--- config.mk ---
export PLATFORM = sky130hd
export DESIGN_NAME = bcd_disp_mux
export DESIGN_NICKNAME = d
export VERILOG_FILES = /design/src/rtl/bcd_disp_mux.sv
export SDC_FILE = /design/constraint.sdc
export NUM_CORES = 1
export LEC_CHECK = 0
export CORE_ASPECT_RATIO = 1.4
export CORE_UTILIZATION = 50
export CTS_CLUSTER_DIAMETER = 150
export DETAILED_ROUTE_END_ITERATION = 10
export PLACE_DENSITY = 0.77
export SYNTH_ARGS = -nofsm -noshare
export SYNTH_HDL_FRONTEND = slang
export SYNTH_SLANG_ARGS = --single-unit
--- constraint.sdc ---
create_clock -name CLK -period 3.4 [get_ports CLK]
set_input_delay 0.68 -clock CLK [delete_from_list [all_inputs] [get_ports CLK]]
set_output_delay 0.68 -clock CLK [all_outputs]
set_load 0.01 [all_outputs]
--- src/rtl/bcd_disp_mux.sv ---
// bcd_disp_mux
//   Captures a packed BCD digit vector on LOAD and time-multiplexes the captured
//   digits onto a 7-segment display, with optional leading-zero blanking.
//   The scan rate comes from a CE-gated prescaler, so no derived clocks are used.
//
// Ports
//   CLK      in   system clock, rising edge
//   CLR      in   asynchronous active-high reset
//   CE       in   scan enable; prescaler advances only when high
//   LOAD     in   snapshot strobe; captures D on the clock edge
//   D        in   packed BCD, D[3:0] = digit 0 (least significant)
//   BLANK_EN in   enables leading-zero blanking
//   SEG      out  segments {g,f,e,d,c,b,a}, registered
//   AN       out  one-hot digit select, registered
//   DIG_IDX  out  current scan index, registered
//   TICK     out  combinational slot-end marker: CE & (P == PRESCALE-1)
module bcd_disp_mux #(
  parameter int unsigned DIGITS     = 4,
  parameter int unsigned PRESCALE   = 16,
  parameter int unsigned DEAD       = 1,
  parameter bit          ACTIVE_LOW = 1'b1,
  localparam int unsigned IW        = (DIGITS > 1) ? $clog2(DIGITS) : 1
) (
  input  logic                  CLK,
  input  logic                  CLR,
  input  logic                  CE,
  input  logic                  LOAD,
  input  logic [4*DIGITS-1:0]   D,
  input  logic                  BLANK_EN,
  output logic [6:0]            SEG,
  output logic [DIGITS-1:0]     AN,
  output logic [IW-1:0]         DIG_IDX,
  output logic                  TICK
);

  localparam int unsigned        PW       = $clog2(PRESCALE);
  localparam logic [PW-1:0]      P_LAST   = PW'(PRESCALE - 1);
  localparam logic [IW-1:0]      IDX_LAST = IW'(DIGITS - 1);
  // XOR masks that turn active-high values into the pin polarity.
  localparam logic [DIGITS-1:0]  AN_OFF   = {DIGITS{ACTIVE_LOW}};
  localparam logic [6:0]         SEG_OFF  = {7{ACTIVE_LOW}};

  logic [4*DIGITS-1:0] snap_q;
  logic [PW-1:0]       p_q,   p_d;
  logic [IW-1:0]       idx_q, idx_d;
  logic [6:0]          seg_q, seg_d;
  logic [DIGITS-1:0]   an_q,  an_d;

  logic                slot_end;
  logic                dead;
  logic                blanked;
  logic [3:0]          cur_digit;
  logic [DIGITS-1:0]   nz_from;
  logic [DIGITS-1:0]   an_act;
  logic [6:0]          seg_act;

  function automatic logic [6:0] seg_decode(input logic [3:0] v);
    case (v)
      4'd0:    seg_decode = 7'h3F;
      4'd1:    seg_decode = 7'h06;
      4'd2:    seg_decode = 7'h5B;
      4'd3:    seg_decode = 7'h4F;
      4'd4:    seg_decode = 7'h66;
      4'd5:    seg_decode = 7'h6D;
      4'd6:    seg_decode = 7'h7D;
      4'd7:    seg_decode = 7'h07;
      4'd8:    seg_decode = 7'h7F;
      4'd9:    seg_decode = 7'h6F;
      default: seg_decode = 7'h40;   // invalid code shows a dash
    endcase
  endfunction

  assign slot_end = CE && (p_q == P_LAST);
  assign TICK     = slot_end;

  // Prescaler and scan index.
  always_comb begin
    p_d   = p_q;
    idx_d = idx_q;
    if (CE) begin
      if (p_q == P_LAST) begin
        p_d   = '0;
        idx_d = (idx_q == IDX_LAST) ? '0 : idx_q + 1'b1;
      end else begin
        p_d   = p_q + 1'b1;
      end
    end
  end

  // nz_from[k]: some snapshot digit at position k or above is nonzero.
  // Any nonzero code (including A-F) stops blanking.
  for (genvar k = 0; k < DIGITS; k++) begin : g_nz
    assign nz_from[k] = |snap_q[4*DIGITS-1:4*k];
  end

  if (DEAD == 0) begin : g_nodead
    assign dead = 1'b0;
  end else begin : g_dead
    assign dead = (p_q < PW'(DEAD));
  end

  assign cur_digit = snap_q[{idx_q, 2'b00} +: 4];
  assign blanked   = BLANK_EN && (idx_q != '0) && !nz_from[idx_q];

  // Output stage sees only registered state, giving a one-cycle pipeline.
  always_comb begin
    an_act  = '0;
    seg_act = '0;
    if (!dead && !blanked) begin
      an_act[idx_q] = 1'b1;
      seg_act       = seg_decode(cur_digit);
    end
    an_d  = an_act  ^ AN_OFF;
    seg_d = seg_act ^ SEG_OFF;
  end

  always_ff @(posedge CLK or posedge CLR) begin
    if (CLR) begin
      snap_q <= '0;
      p_q    <= '0;
      idx_q  <= '0;
      an_q   <= AN_OFF;
      seg_q  <= SEG_OFF;
    end else begin
      if (LOAD) begin
        snap_q <= D;
      end
      p_q   <= p_d;
      idx_q <= idx_d;
      an_q  <= an_d;
      seg_q <= seg_d;
    end
  end

  assign SEG     = seg_q;
  assign AN      = an_q;
  assign DIG_IDX = idx_q;

endmodule
==> flow_metrics.py, run 1 <==
metrics = {
    "place": {
        "place_area_mm2": 0.00198,
        "dp_hpwl_um": 2340,
        "placed_cells": 202,
        "port_buffers": 34,
        "gp_congestion": 0.800,
    },
    "final_layout": {
        "fillers": 244,
        "stdcell_count": 210,
        "syn2layout_area_growth_pct": 28.2,
        "fin_area_mm2": 0.00207,
        "antenna_cells": 0,
        "nets": 202,
        "drive_gt1_frac": 0.228,
    },
    "timing": {
        "hold_slack_ns": 0.536,
        "fmax_ghz": 0.363,
        "finalClockSkew_ns": 0.00717,
        "fin_crit_sh": 0.810,
        "setup_viol": 0,
        "tightestPinTransition_ns": 0.845,
        "slew_violations": 0,
        "fin_tns_setup_ns": 0,
        "hold_viol": 0,
        "slew_headroom": 0.436,
        "rsz0062_at_grt": "no",
        "post-route-min-period_ns": 2.75,
    },
    "logic_synthesis": {
        "synth_nets": 166,
        "synth_edf_count": 0,
        "synth_seq_cells": 33,
        "synth_top_area_cell": "dfrtp_1",
        "async_flop_share": 1.00,
        "synth_cells": 134,
        "yosys_warnings": 0,
        "synth_cell_type_count": 29,
        "yosys-top-cells-area": "dfrtp_1, dfstp_2, mux2_2, ha_1, mux4_2",
        "ys_seq_area_frac": 0.519,
        "synth_area_mm2": 0.00162,
        "synth_top_cell_area_share": 0.341,
        "synth-main-ff-cell": "dfrtp_1",
        "syn_avg_cell_area_um2": 12.1,
    },
    "die": {
        "coreArea_mm2": 0.00309,
        "io_pins": 35,
        "rows": 24,
        "start_util": 0.523,
        "die-area_mm2": 0.00347,
        "die_h_um": 69.3,
        "fp.dieW_um": 50.1,
    },
    "cts": {
        "postCtsHoldBufs": 0,
        "cts.sinks": 33,
        "clockRootBuffer": "clkbuf_8",
        "postCtsSetupRepairBufs": 0,
        "cts_tree": "done",
        "cts_buffers": 5,
        "cts_resized": 0,
        "clock_latency_ns": 0.29,
        "clk_pin_slew_worst_paths_ns": 0.06,
        "clockBufferDepth": 2,
        "cts.htree.levels": 2,
    },
    "critical_path": {
        "cp.arrival_ns": 2.07,
        "crit_top_cell": "clkdlybuf4s50_1",
        "path_class": "input pin to primary output",
        "slowest_delay_ns": 0.59,
        "worstSetupStartpointType": "input pin",
        "cp_slowest_cell": "clkdlybuf4s50_1",
        "cp_cell_sequence": "clkdlybuf4s50_1, nand4_1, inv_1, clkdlybuf4s50_1",
        "endpoint_kind": "primary output",
        "worstPathRequired_ns": 2.72,
        "cp_max_fo": 7,
    },
    "route": {
        "drt_iter0_markers": 31,
        "antenna_left": 0,
        "remaining_drc_errors": 0,
        "viasPerCell": 5.58,
        "detail_route.first_pass.iterations": 4,
        "finalWirelength_um": 2970,
        "num_vias": 1171,
        "wire_per_inst_um": 14.1,
    },
    "grt": {
        "globalRouteOverflowTotal": 0,
        "grt_max_degree": 24,
        "grt_pass1_vias": 1133,
        "antenna_found_initial": 0,
        "grt_first_pass_wirelength_um": 5120,
        "grt_use_total": 0.203,
    },
    "power_and_ir_drop": {
        "power_density_mw_per_mm2": 775,
        "power.leakage_nw": 0.880,
        "irDropWorstVdd_mv": 0.514,
    },
    "run_status": {
        "outcome": "completed",
    },
    "run": {
        "maxCapViolCount": 0,
    },
    "min_path": {
        "min_path_type": "register to register",
    },
}
[critical path, delay by kind of cell]
kind / cells / cell delay, ns
buffers and inverters: 3 / 1.25
AND/OR/NAND/NOR: 1 / 0.14
[layout make-up]
class / instances / area, µm² / share of cell area
flip-flops and latches: 33 / 840 / 0.405
multi-input cells: 83 / 701 / 0.338
repair buffers: 35 / 348 / 0.168
clock buffers: 8 / 90.1 / 0.0435
well taps: 39 / 48.8 / 0.0236
inverters: 12 / 45.0 / 0.0217
[metal layers]
layer  vias up  part of all wire  global-route usage
li1        546                 -                   -
met1       574              0.37               0.214
met2        41              0.54               0.344
met3        10             0.056              0.0658
met4         0             0.030               0.111
met5         -                 0                   0
[kinds of logic (layout without fill, tap and decap cells)]
kind of cell / Yosys count / in the layout / synth area share
flops: 33 / 33 / 0.519
xor+xnor: 1 / 1 / 0.00542
compound gates: 21 / 21 / 0.0813
fa+ha+maj: 11 / 11 / 0.0851
mux: 20 / 20 / 0.170
buf+inv: 18 / 55 / 0.0472
simple gates: 30 / 30 / 0.0921
[report_power, final]
part	switching, W	internal [W]	total [W]
combinational	0.000321	0.000354	0.000674
sequential	0.0000926	0.000548	0.000641
clock	0.000126	0.000165	0.000291
[Yosys cell counts (3+ instances only)]
cell and number:
mux2_2 16, o211ai_1 6, clkbuf_1 3, nor2_1 8
nand2_1 6, dfrtp_1 22, nand3_1 7, a21oi_1 5
nor4_1 3, inv_1 12, dfstp_2 11, o21ai_0 6
mux4_2 3, ha_1 11
[metrics by stage]
| stage | setup WS (ns) | power [W] | util |
|---|---|---|---|
| after floorplan | 1.52 | 0.00107 | - |
| after global placement | 0.697 | 0.00128 | 0.641 |
| after detailed placement | 0.651 | 0.00132 | 0.641 |
| after CTS | 0.650 | 0.00162 | 0.670 |
| after global routing | 0.535 | 0.00172 | 0.670 |
| final | 0.646 | 0.00161 | 0.670 |
[worst paths after layout]
check,from,slack [ns],cells after the start,endpoint
min reg2reg,snap_q[6]$_DFFE_PP0P_,0.54,1,snap_q[6]$_DFFE_PP0P_
min,snap_q[6]$_DFFE_PP0P_,0.54,1,snap_q[6]$_DFFE_PP0P_
max reg2reg,DIG_IDX[1]$_DFFE_PP0P_,1.35,7,SEG[3]$_DFF_PP1_
max,CE,0.65,4,TICK
max in group asynchronous,CLR,1.80,3,AN[1]$_DFF_PP1_
min in group asynchronous,CLR,0.86,2,p_q[1]$_DFFE_PP0P_
[registers in the layout (all words and copies together) (netlist names)]
name	cells
snap_q	16
SEG	7
AN	4
p_q	4
DIG_IDX	2
[cells in the final DEF, fill, tap and decap left out, drive strengths merged]
master / n
clkdlybuf4s50: 34
dfrtp: 22
mux2: 16
inv: 12
dfstp: 11
ha: 11
nor2: 8
clkbuf: 8
nand3: 7
o21ai: 6
nand2: 6
o211ai: 6
a21oi: 5
mux4: 4
nor4: 3
and2: 2
nor4b: 1
a211o: 1
o21bai: 1
nor3: 1
nand4: 1
o22ai: 1
or3: 1
o41ai: 1
xnor2: 1
buf: 1
(Power assumes the default switching activity.)
==> run 2: changes to the inputs <==
CORE_UTILIZATION = 45   (was 50)
PLACE_DENSITY = 0.73   (was 0.77)
clock period = 2.3 ns   (was 3.4 ns; I/O delays follow)
==> flow_metrics.py, run 2 (same netlist as run 1, synthesis figures left out) <==
metrics = {
    "run_status": {
        "outcome": "completed",
    },
    "min_path": {
        "hold_start": "p_q[3]$_DFFE_PP0P_",
        "hold_depth": 1,
        "min_path_type": "register to register",
        "whs_endpoint": "p_q[3]$_DFFE_PP0P_",
    },
    "final_layout": {
        "largest_reg_flops": 16,
        "antenna_cells": 0,
        "fin_area_mm2": 0.00210,
        "mostFrequentLayoutCells": "clkdlybuf4s50_1, dfrtp_1, mux2_2",
        "syn2layout_area_growth_pct": 29.6,
        "final_common_cell": "clkdlybuf4s50_1",
        "regMostFlops": "snap_q",
        "stdcell_count": 214,
        "nets": 205,
        "drive_gt1_frac": 0.241,
    },
    "route": {
        "num_vias": 1145,
        "finalWirelength_um": 2970,
        "viasPerCell": 5.35,
        "remaining_drc_errors": 0,
        "drt_iter0_markers": 32,
        "wire_per_inst_um": 13.9,
        "detail_route.first_pass.iterations": 4,
        "antenna_left": 0,
    },
    "grt": {
        "globalRouteOverflowTotal": 0,
        "grt_max_degree": 34,
        "grt_use_total": 0.180,
        "grt_first_pass_wirelength_um": 4880,
        "grt_pass1_vias": 1130,
        "antenna_found_initial": 0,
    },
    "cts": {
        "postCtsSetupRepairBufs": 0,
        "cts_buffers": 5,
        "clock_latency_ns": 0.28,
        "cts.htree.levels": 2,
        "clockBufferDepth": 2,
        "postCtsHoldBufs": 0,
        "cts_resized": 0,
        "clk_pin_slew_worst_paths_ns": 0.06,
        "cts_tree": "done",
        "cts.sinks": 33,
        "clockRootBuffer": "clkbuf_8",
    },
    "timing": {
        "slew_headroom": 0.725,
        "rsz0062_at_grt": "no",
        "hold_slack_ns": 0.537,
        "setup_viol": 0,
        "fin_tns_setup_ns": 0,
        "fmax_ghz": 0.458,
        "slew_violations": 0,
        "fin_crit_sh": 0.950,
        "post-route-min-period_ns": 2.19,
        "finalClockSkew_ns": 0.00616,
        "hold_viol": 0,
        "tightestPinTransition_ns": 0.412,
    },
    "critical_path": {
        "r2r-end": "SEG[3]$_DFF_PP1_",
        "worstSetupStartpointType": "input pin",
        "reg2reg_depth": 7,
        "regToRegSetupSlack_ns": 0.30,
        "cp_max_fo": 4,
        "path_class": "input pin to primary output",
        "timing.rr.start": "DIG_IDX[1]$_DFFE_PP0P_",
        "endpoint_kind": "primary output",
        "worstPathRequired_ns": 1.84,
        "cp.arrival_ns": 1.73,
    },
    "die": {
        "rows": 25,
        "coreArea_mm2": 0.00341,
        "fp.dieW_um": 52.7,
        "die_h_um": 72.9,
        "die-area_mm2": 0.00384,
        "io_pins": 35,
        "start_util": 0.474,
    },
    "place": {
        "dp_hpwl_um": 2290,
        "port_buffers": 34,
        "gp_congestion": 0.854,
        "placed_cells": 206,
        "place_area_mm2": 0.00201,
    },
    "run": {
        "maxCapViolCount": 0,
    },
    "power_and_ir_drop": {
        "power_density_mw_per_mm2": 1130,
        "power.leakage_nw": 0.894,
        "irDropWorstVdd_mv": 0.590,
    },
}
run 2: through the flow:
stage	power, W	util	setup slack [ns]
CTS	0.00240	0.615	0.103
detailed placement	0.00197	0.588	0.108
floorplan	0.00159	-	0.424
finish	0.00237	0.615	0.114
global placement	0.00192	0.588	0.144
global route	0.00255	0.615	0.0524
run 2: where the power goes:
group / total (W) / switching, W / internal, W / leakage (nW)
combinational: 0.00101 / 0.000478 / 0.000535 / 0.475
sequential: 0.000934 / 0.000122 / 0.000811 / 0.373
clock: 0.000428 / 0.000185 / 0.000244 / 0.0455
run 2: critical path, cell delays in order:
cell and delay [ns]:
clkdlybuf4s50_1 0.47, nand4_1 0.12, inv_1 0.12, clkdlybuf4s50_1 0.55
run 2: how the worst max path moves through the flow:
stage	from	end	slack, ns	cells after the start
final	CE	TICK	0.11	4
after global routing	CE	TICK	0.05	4
after CTS	CE	TICK	0.10	4
after detailed placement	CE	TICK	0.11	4
after global placement	CE	TICK	0.14	4
after floorplan	DIG_IDX[0]$_DFFE_PP0P_	SEG[3]$_DFF_PP1_	0.42	7
run 2: layout make-up:
class                      instances  area (µm²)
inverter                          12        45.0
clock buffer                       8        90.1
tap                               40        50.0
timing repair buffer              38         370
multi-input combinational         83         701
fill                             276        1310
sequential                        33         840
run 2: routing by layer:
layer  track usage  up-vias  wire [µm]
li1              -      546          -
met3        0.0542        2        145
met2         0.329       36       1680
met5             0        -          0
met4        0.0731        0         27
met1         0.184      561       1120
